[src/rtl/fft4_if.sv]
// Streaming handshake bundle for the 4-point FFT sequencer.
// The slave side is the FFT block and the master side is the producer/consumer.
interface fft4_if;
  logic [7:0] in_data;
  logic       in_valid;
  logic       in_ready;
  logic [7:0] out_data;
  logic       out_valid;
  logic       out_ready;
  logic [1:0] out_index;

  modport master (
    output in_data, in_valid, out_ready,
    input  in_ready, out_data, out_valid, out_index
  );

  modport slave (
    input  in_data, in_valid, out_ready,
    output in_ready, out_data, out_valid, out_index
  );
endinterface

[src/rtl/fft4_sequencer.sv]
// Serial-in/serial-out 4-point radix-2 DIT FFT on packed complex nibbles.
// Frames are loaded, butterflied in two registered stages, then unloaded X0..X3.
module fft4_sequencer #(
  parameter bit SAT = 1'b0
) (
  input  logic   clk,
  input  logic   rst,
  input  logic   flush,
  fft4_if.slave  bus,
  output logic   busy,
  output logic   frame_done
);

  typedef enum logic [1:0] {LOAD, STAGE1, STAGE2, UNLOAD} state_t;

  state_t     state_reg;
  logic [1:0] n_reg;
  logic [1:0] k_reg;
  logic [7:0] x_reg [4];
  logic [7:0] e0_reg, e1_reg, o0_reg, o1_reg;
  logic [7:0] bin_reg [4];
  logic       in_ready_reg;
  logic       out_valid_reg;
  logic       frame_done_reg;
  logic [7:0] out_data_reg;
  logic [1:0] out_index_reg;

  logic [7:0] e0_next, e1_next, o0_next, o1_next;
  logic [7:0] bin_next [4];

  // Signed nibble add/subtract with either wrap-around or clamping to [-8,+7].
  function automatic logic [3:0] nib_op(input logic [3:0] a, input logic [3:0] b,
                                        input logic sub);
    logic signed [4:0] s;
    s = sub ? ($signed({a[3], a}) - $signed({b[3], b}))
            : ($signed({a[3], a}) + $signed({b[3], b}));
    if (SAT && (s > 5'sd7))
      return 4'b0111;
    if (SAT && (s < -5'sd8))
      return 4'b1000;
    return s[3:0];
  endfunction

  // Lane 1 is the real nibble [7:4], lane 0 the imaginary nibble [3:0].
  genvar gi;
  generate
    for (gi = 0; gi < 2; gi++) begin : g_lane
      assign e0_next[gi*4 +: 4]     = nib_op(x_reg[0][gi*4 +: 4], x_reg[2][gi*4 +: 4], 1'b0);
      assign e1_next[gi*4 +: 4]     = nib_op(x_reg[0][gi*4 +: 4], x_reg[2][gi*4 +: 4], 1'b1);
      assign o0_next[gi*4 +: 4]     = nib_op(x_reg[1][gi*4 +: 4], x_reg[3][gi*4 +: 4], 1'b0);
      assign o1_next[gi*4 +: 4]     = nib_op(x_reg[1][gi*4 +: 4], x_reg[3][gi*4 +: 4], 1'b1);
      assign bin_next[0][gi*4 +: 4] = nib_op(e0_reg[gi*4 +: 4], o0_reg[gi*4 +: 4], 1'b0);
      assign bin_next[2][gi*4 +: 4] = nib_op(e0_reg[gi*4 +: 4], o0_reg[gi*4 +: 4], 1'b1);
    end
  endgenerate

  // Odd bins use the -j twiddle, which swaps real and imaginary parts of O1.
  assign bin_next[1][7:4] = nib_op(e1_reg[7:4], o1_reg[3:0], 1'b0);
  assign bin_next[1][3:0] = nib_op(e1_reg[3:0], o1_reg[7:4], 1'b1);
  assign bin_next[3][7:4] = nib_op(e1_reg[7:4], o1_reg[3:0], 1'b1);
  assign bin_next[3][3:0] = nib_op(e1_reg[3:0], o1_reg[7:4], 1'b0);

  always_ff @(posedge clk or posedge rst) begin
    if (rst) begin
      state_reg      <= LOAD;
      n_reg          <= 2'd0;
      k_reg          <= 2'd0;
      e0_reg         <= 8'd0;
      e1_reg         <= 8'd0;
      o0_reg         <= 8'd0;
      o1_reg         <= 8'd0;
      in_ready_reg   <= 1'b1;
      out_valid_reg  <= 1'b0;
      frame_done_reg <= 1'b0;
      out_data_reg   <= 8'd0;
      out_index_reg  <= 2'd0;
      for (int i = 0; i < 4; i++) begin
        x_reg[i]   <= 8'd0;
        bin_reg[i] <= 8'd0;
      end
    end else if (flush) begin
      // Abort wins over any handshake seen on the same edge.
      state_reg      <= LOAD;
      n_reg          <= 2'd0;
      k_reg          <= 2'd0;
      in_ready_reg   <= 1'b1;
      out_valid_reg  <= 1'b0;
      frame_done_reg <= 1'b0;
      out_data_reg   <= 8'd0;
      out_index_reg  <= 2'd0;
    end else begin
      frame_done_reg <= 1'b0;
      case (state_reg)
        LOAD: begin
          if (bus.in_valid && in_ready_reg) begin
            x_reg[n_reg] <= bus.in_data;
            n_reg        <= n_reg + 2'd1;
            if (n_reg == 2'd3) begin
              state_reg    <= STAGE1;
              in_ready_reg <= 1'b0;
            end
          end
        end
        STAGE1: begin
          e0_reg    <= e0_next;
          e1_reg    <= e1_next;
          o0_reg    <= o0_next;
          o1_reg    <= o1_next;
          state_reg <= STAGE2;
        end
        STAGE2: begin
          for (int i = 0; i < 4; i++)
            bin_reg[i] <= bin_next[i];
          out_data_reg  <= bin_next[0];
          out_index_reg <= 2'd0;
          out_valid_reg <= 1'b1;
          k_reg         <= 2'd0;
          state_reg     <= UNLOAD;
        end
        UNLOAD: begin
          if (bus.out_ready) begin
            if (k_reg == 2'd3) begin
              state_reg      <= LOAD;
              k_reg          <= 2'd0;
              n_reg          <= 2'd0;
              in_ready_reg   <= 1'b1;
              out_valid_reg  <= 1'b0;
              out_data_reg   <= 8'd0;
              out_index_reg  <= 2'd0;
              frame_done_reg <= 1'b1;
            end else begin
              k_reg         <= k_reg + 2'd1;
              out_data_reg  <= bin_reg[k_reg + 2'd1];
              out_index_reg <= k_reg + 2'd1;
            end
          end
        end
        default: state_reg <= LOAD;
      endcase
    end
  end

  assign bus.in_ready  = in_ready_reg;
  assign bus.out_valid = out_valid_reg;
  assign bus.out_data  = out_data_reg;
  assign bus.out_index = out_index_reg;
  assign frame_done    = frame_done_reg;
  assign busy          = (state_reg != LOAD) || (n_reg != 2'd0);

endmodule

[src/flat_wrapper.sv]
// flat-port wrapper written by rule: the top's interface ports become plain ports
module fft4_sequencer_flat 
#(
  parameter bit SAT = 1'b0
)
  (clk, rst, flush, busy, frame_done, bus_in_data, bus_in_valid, bus_out_ready, bus_in_ready, bus_out_data, bus_out_valid, bus_out_index);
  fft4_if bus_i ();
  input  logic clk;
  input  logic rst;
  input  logic flush;
  output logic busy;
  output logic frame_done;
  input wire logic [$bits(bus_i.in_data)-1:0] bus_in_data;
  input wire logic [$bits(bus_i.in_valid)-1:0] bus_in_valid;
  input wire logic [$bits(bus_i.out_ready)-1:0] bus_out_ready;
  output wire logic [$bits(bus_i.in_ready)-1:0] bus_in_ready;
  output wire logic [$bits(bus_i.out_data)-1:0] bus_out_data;
  output wire logic [$bits(bus_i.out_valid)-1:0] bus_out_valid;
  output wire logic [$bits(bus_i.out_index)-1:0] bus_out_index;
  assign bus_i.in_data = bus_in_data;
  assign bus_i.in_valid = bus_in_valid;
  assign bus_i.out_ready = bus_out_ready;
  assign bus_in_ready = bus_i.in_ready;
  assign bus_out_data = bus_i.out_data;
  assign bus_out_valid = bus_i.out_valid;
  assign bus_out_index = bus_i.out_index;
  fft4_sequencer #(.SAT(SAT)) u_core (.clk(clk), .rst(rst), .flush(flush), .bus(bus_i), .busy(busy), .frame_done(frame_done));
endmodule
[config.mk]
export PLATFORM = sky130hd
export DESIGN_NAME = fft4_sequencer_flat
export DESIGN_NICKNAME = d
export VERILOG_FILES = /design/src/rtl/fft4_if.sv /design/src/rtl/fft4_sequencer.sv /design/src/flat_wrapper.sv
export SDC_FILE = /design/constraint.sdc
export NUM_CORES = 1
export LEC_CHECK = 0
export ABC_AREA = 1
export ABC_CLOCK_PERIOD_IN_PS = 9300
export BUFFER_PORTS_ARGS = -buffer_cell sky130_fd_sc_hd__buf_2
export CORE_MARGIN = 2
export CORE_UTILIZATION = 45
export CTS_BUF_LIST = sky130_fd_sc_hd__clkbuf_4 sky130_fd_sc_hd__clkbuf_8
export CTS_CLUSTER_DIAMETER = 30
export DETAILED_ROUTE_END_ITERATION = 16
export PLACE_DENSITY = 0.72
export SKIP_LAST_GASP = 1
export SYNTH_ARGS = -nofsm -noshare
export SYNTH_HDL_FRONTEND = slang
export SYNTH_SLANG_ARGS = --single-unit
[constraint.sdc]
create_clock -name clk -period 9.3 [get_ports clk]
set_clock_uncertainty 0.1 [all_clocks]
set_input_delay 1.395 -clock clk [delete_from_list [all_inputs] [get_ports clk]]
set_output_delay 1.395 -clock clk [all_outputs]
set_load 0.1 [all_outputs]
==> metrics, run 1 <==
Crit Path Class flop to primary output; fin crit share 34.4%; RSZ-0062 raised after global routing false; count of state elements after synthesis 105; Mapped Nets 835; Arr. time, crit path 1.71 ns; status finished, final reports clean; Tot GR Track Use 17.3%; Main synth FF type dfrtp_1; Sequential cell area 2630 um^2; depth of the CTS H-tree 3; Pwr Total 2.26 mW; Starting Density 45.9%; Post-Route WL 11.9 mm; Top-Level Pins 27; Post-CTS Hold Buffers 0; clock period minus worst slack 3.20 ns; Non-Filler Instances 952; Remaining Overflow, GRT 0; n_diodes 0; Mapped Cells 748; CP startpoint kind flop; initial antenna violation count 0; placed insts 936; largest net degree at the start of global routing 71; slowest CP cell dfrtp_1; top cells by area, synth dfrtp_1, nand2_1, ha_1, inv_1, fa_1; RD Place Congestion 0.819; drt drc 0; Avg Inst Size Synth 8.44 um^2; dpl ws 6.31 ns; final hold violations 0; Core Rows 43; vias per cell 4.75; max-slew violations 0; sequential area share after synthesis 41.6%; Layout fillers 1379; Clock Latency Late Sink 0.38 ns; Area after DPL 6560 um^2; max-cap check violation count 0; maximum VDD drop 0.168 mV; fraction of registers with async set/reset 100%; Die Y 122 um; Clock Pin Slew Worst Setup and Hold Paths 0.10 ns; Die Width 122 um; Worst slew margin 41.5%; # clock sinks 105; critical path data required time 7.81 ns; # Post-CTS Setup Buffers 0; post-route cell area 6780 um^2; Synth top area share 41.2%; TritonCTS clock tree done; worst setup margin 6.10 ns; clock root buffer clkbuf_8; power per cell area 334 nW/um^2; number of global-route vias before repair 4305; Final Util 49.2%; Worst path max stage delay 0.42 ns; core area 13800 um^2; detailed placer's ending HPWL 8.85 mm; max frequency 0.312 GHz; max reg flops 32; most frequent cells in the layout nand2_1, inv_1, dfrtp_1; Pre-Repair DR Iteration Count 4; Nets 854; worst hold path type flop to flop; Final setup viols 0; Leak Pwr 3.57 nW; routed len/inst 12.5 um; CTS Buffer Depth 2; DIE AREA 15000 um^2; multi-input logic area 3140 um^2; CP max FO 4; final hold slack 0.387 ns; EDFF count, synth 0; DR iter-0 viols 287; most common cell after layout, fill and taps aside nand2_1; Antenna Nets Post-Route 0; Netlist cell types 30; Post-Route Setup TNS 0 ns; Least-Margin Pin Slew 0.878 ns; CP Capture Type primary output; Cell Area, Synth 6320 um^2; yosys warns 0; global-route wire length before repair 20.7 mm; Num CTS Buffers 9; PortBufs 26; Post-CTS Resized 0; Synth area leader dfrtp_1; crit path cell chain inv_1, ha_1, nand2_1, buf_2; share of layout cells above drive strength 1 9.59%; layout overhead on the synthesized area 7.27%; total number of vias 4522
[synth_stat cells, types with 3 or more instances]
cell / count
buf_2: 10
buf_6: 5
clkbuf_1: 3
dfrtp_1: 104
fa_1: 16
ha_1: 58
inv_1: 106
inv_2: 5
nand2_1: 229
nand2_4: 5
nand3_1: 58
nor2_1: 16
nor2_2: 4
o21ai_0: 40
o21ai_1: 41
o21ai_2: 9
o21bai_1: 4
xnor2_1: 20
[worst max-delay path, delay by kind of cell, from the launching register on]
kind / cells / cell delay [ns]
flip-flops: 1 / 0.42
adder cells (fa/ha/maj): 1 / 0.29
buffers and inverters: 2 / 0.53
AND/OR/NAND/NOR: 1 / 0.09
[kinds of logic after synthesis]
| family | share of synthesized area [%] |
|---|---|
| buffers and inverters | 8.68 |
| and+or+nand+nor | 21.3 |
| xor gates and xnor gates | 3.05 |
| DFF | 41.6 |
| AOI/OAI and AO/OA | 8.80 |
| adders and majority gates | 16.6 |
[metal layers]
layer	wire, um	global-route usage [%]	share of wire (%)	vias to the layer above
li1	-	-	-	2375
met5	0	0	0	-
met4	123	4.81	1.0	0
met2	5310	26.8	44	63
met3	306	2.97	2.6	9
met1	6200	25.1	52	2075
[worst paths after layout]
check	startpoint	slack, ns	endpoint	depth (start not counted)
hold reg to reg	u_core.bin_reg[17]	0.39	u_core.bin_reg[17]	2
max in group asynchronous	rst	6.92	u_core.x_reg[13]	3
setup / recovery	u_core.state_reg[0]	6.10	busy	4
hold / removal	u_core.bin_reg[17]	0.39	u_core.bin_reg[17]	2
setup reg to reg	u_core.state_reg[0]	7.14	u_core.bin_reg[12]	7
min in group asynchronous	rst	0.94	u_core.bin_reg[18]	2
[cell type report]
type	instances	area share [%]
clock buffer	11	2.23
clock inverter	5	0.997
inverter	112	6.28
multi-input combinational	512	46.3
sequential	105	38.8
tap	180	3.32
timing repair buffer	27	2.03
[report_power, final]
part | switching (mW) | internal (mW)
registers | 0.154 | 0.644
logic | 0.739 | 0.415
clock network | 0.164 | 0.144
total | 1.06 | 1.20
Note: power is estimated with default switching activity, not from simulation.
==> run 2, diff against run 1 <==
--- a/config.mk
+++ b/config.mk
@@ -6,14 +6,14 @@
 export NUM_CORES = 1
 export LEC_CHECK = 0
 export ABC_AREA = 1
-export ABC_CLOCK_PERIOD_IN_PS = 9300
+export ABC_CLOCK_PERIOD_IN_PS = 2750
 export BUFFER_PORTS_ARGS = -buffer_cell sky130_fd_sc_hd__buf_2
 export CORE_MARGIN = 2
 export CORE_UTILIZATION = 45
 export CTS_BUF_LIST = sky130_fd_sc_hd__clkbuf_4 sky130_fd_sc_hd__clkbuf_8
 export CTS_CLUSTER_DIAMETER = 30
 export DETAILED_ROUTE_END_ITERATION = 16
-export PLACE_DENSITY = 0.72
+export PLACE_DENSITY = 0.75
 export SKIP_LAST_GASP = 1
 export SYNTH_ARGS = -nofsm -noshare
 export SYNTH_HDL_FRONTEND = slang
==> constraint.sdc (replaced) <==
create_clock -name clk -period 2.75 [get_ports clk]
set_clock_uncertainty 0.1 [all_clocks]
set_input_delay 0.4125 -clock clk [delete_from_list [all_inputs] [get_ports clk]]
set_output_delay 0.4125 -clock clk [all_outputs]
set_load 0.1 [all_outputs]
==> run 2 against run 1 <==
Total power grew to 3.4 times the previous value; highest routed layer unchanged; first-iteration DRC count increased by 2.8%; largest cell class unchanged; worst hold slack got worse by 0.31 ns.
==> metrics, run 2 (synthesized netlist as in run 1, its figures left out) <==
status finished, final reports clean; most frequent cells in the layout nand2_1, inv_1, dfrtp_1; Starting Density 45.9% (unchanged); CTS Buffer Depth 2 (unchanged); Nets 857 (+0.35%); Post-CTS Hold Buffers 0 (unchanged); Arr. time, crit path 1.71 ns (about the same); Clock Pin Slew Worst Setup and Hold Paths 0.10 ns (about the same); DR iter-0 viols 295 (+2.8%); Core Rows 43 (unchanged); CP Capture Type primary output; power per cell area 1140 nW/um^2 (+240%); worst hold path type primary input to asynchronous set/reset pin; n_diodes 0 (unchanged); final hold violations 0 (unchanged); initial antenna violation count 0 (unchanged); Die Width 122 um (unchanged); global-route wire length before repair 21.4 mm (+3.5%); final hold slack 0.0806 ns (-0.307 ns); number of global-route vias before repair 4585 (+6.5%); PortBufs 26 (unchanged); RD Place Congestion 0.871 (+6.3%); layout overhead on the synthesized area 8.42%; Remaining Overflow, GRT 0 (unchanged); vias per cell 4.87 (+2.5%); Least-Margin Pin Slew 0.848 ns (-0.0301 ns); CP max FO 4 (unchanged); clock root buffer clkbuf_8; CP startpoint kind flop; Antenna Nets Post-Route 0 (unchanged); max-slew violations 0 (unchanged); Clock Latency Late Sink 0.38 ns (about the same); Post-Route WL 12.4 mm (+3.6%); clock period minus worst slack 2.22 ns; Worst path max stage delay 0.42 ns (about the same); max-cap check violation count 0 (unchanged); # clock sinks 105 (unchanged); largest net degree at the start of global routing 44 (-38%); Final setup viols 0 (unchanged); Num CTS Buffers 9 (unchanged); # Post-CTS Setup Buffers 0 (unchanged); Worst slew margin 43.4% (+1.9 points); Post-CTS Resized 0 (unchanged); maximum VDD drop 0.519 mV (+210%); Crit Path Class flop to primary output; fin crit share 80.7%; slowest CP cell dfrtp_1; Top-Level Pins 27 (unchanged); placed insts 939 (+0.32%); max frequency 0.451 GHz; RSZ-0062 raised after global routing false; crit path cell chain inv_1, ha_1, nand2_1, buf_2; most common cell after layout, fill and taps aside nand2_1; max reg flops 32 (unchanged); detailed placer's ending HPWL 9.30 mm (+5.1%); total number of vias 4649 (+2.8%); TritonCTS clock tree done; depth of the CTS H-tree 3 (unchanged); share of layout cells above drive strength 1 9.94% (+0.35 points); Die Y 122 um (unchanged); critical path data required time 2.24 ns (-5.57 ns); drt drc 0 (unchanged); DIE AREA 15000 um^2 (unchanged); Leak Pwr 3.59 nW (+0.63%); core area 13800 um^2 (unchanged); Worst path top cell family by delay buffers and inverters; Post-Route Setup TNS 0 ns (unchanged); Non-Filler Instances 955 (+0.32%); Pre-Repair DR Iteration Count 7 (+3); routed len/inst 13.0 um (+3.3%); Tot GR Track Use 18.2% (+0.84 points); CP bufs+invs 2 (unchanged)
run 2: changes by cell type in the layout (fill, tap and decap cells not counted), sizes merged:
cell,delta
bufinv,+2
clkinvlp,+3
clkbuf,-2
clkinv,+1
buf,+3
inv,-4
run 2: per-layer routing:
metal  GRT usage [%]  wire (um)  vias to the layer above
met5               0          0                        -
met4            4.74        166                        0
met3            4.37        469                       14
met2            28.8       5730                       86
met1            25.1       6010                     2176
li1                -          -                     2373
run 2: path summary, 6_finish.rpt:
kind,from,end,slack [ns],depth (start not counted)
min in group clk,bus_out_ready,u_core.frame_done,0.23,3
worst min-delay path,rst,u_core.bus.out_data[4],0.08,2
worst min register to register,u_core.bus.in_ready,u_core.bus.in_ready,0.37,2
max in group asynchronous,rst,u_core.x_reg[9],1.82,3
worst max-delay path,u_core.state_reg[0],busy,0.53,4
worst max register to register,u_core.bus.out_index[0],u_core.state_reg[1],0.83,7
run 2: through the flow:
| step | power [mW] | util, % | cell area (um^2) | setup slack (ns) |
|---|---|---|---|---|
| CTS | 7.85 | 49.7 | 6850 | 0.509 |
| floorplan | 5.76 | - | 6320 | 0.722 |
| detailed placement | 6.68 | 48.0 | 6610 | 0.847 |
| finish | 7.80 | 49.7 | 6850 | 0.532 |
| global route | 8.57 | 49.7 | 6850 | 0.432 |
| global placement | 6.53 | 48.0 | 6610 | 0.911 |
run 2: area by class of cell:
| class | count | area [um^2] |
|---|---|---|
| fillers | 1350 | 6930 |
| clock buffers | 9 | 124 |
| flip-flops and latches | 105 | 2630 |
| well taps | 180 | 225 |
| multi-input cells | 512 | 3140 |
| repair buffers | 30 | 185 |
| clock inverters | 7 | 119 |
| inverters | 112 | 427 |
run 2: power by group:
part | switching [mW] | internal [mW]
logic | 2.53 | 1.41
registers | 0.531 | 2.18
clock network | 0.542 | 0.604
total | 3.60 | 4.20
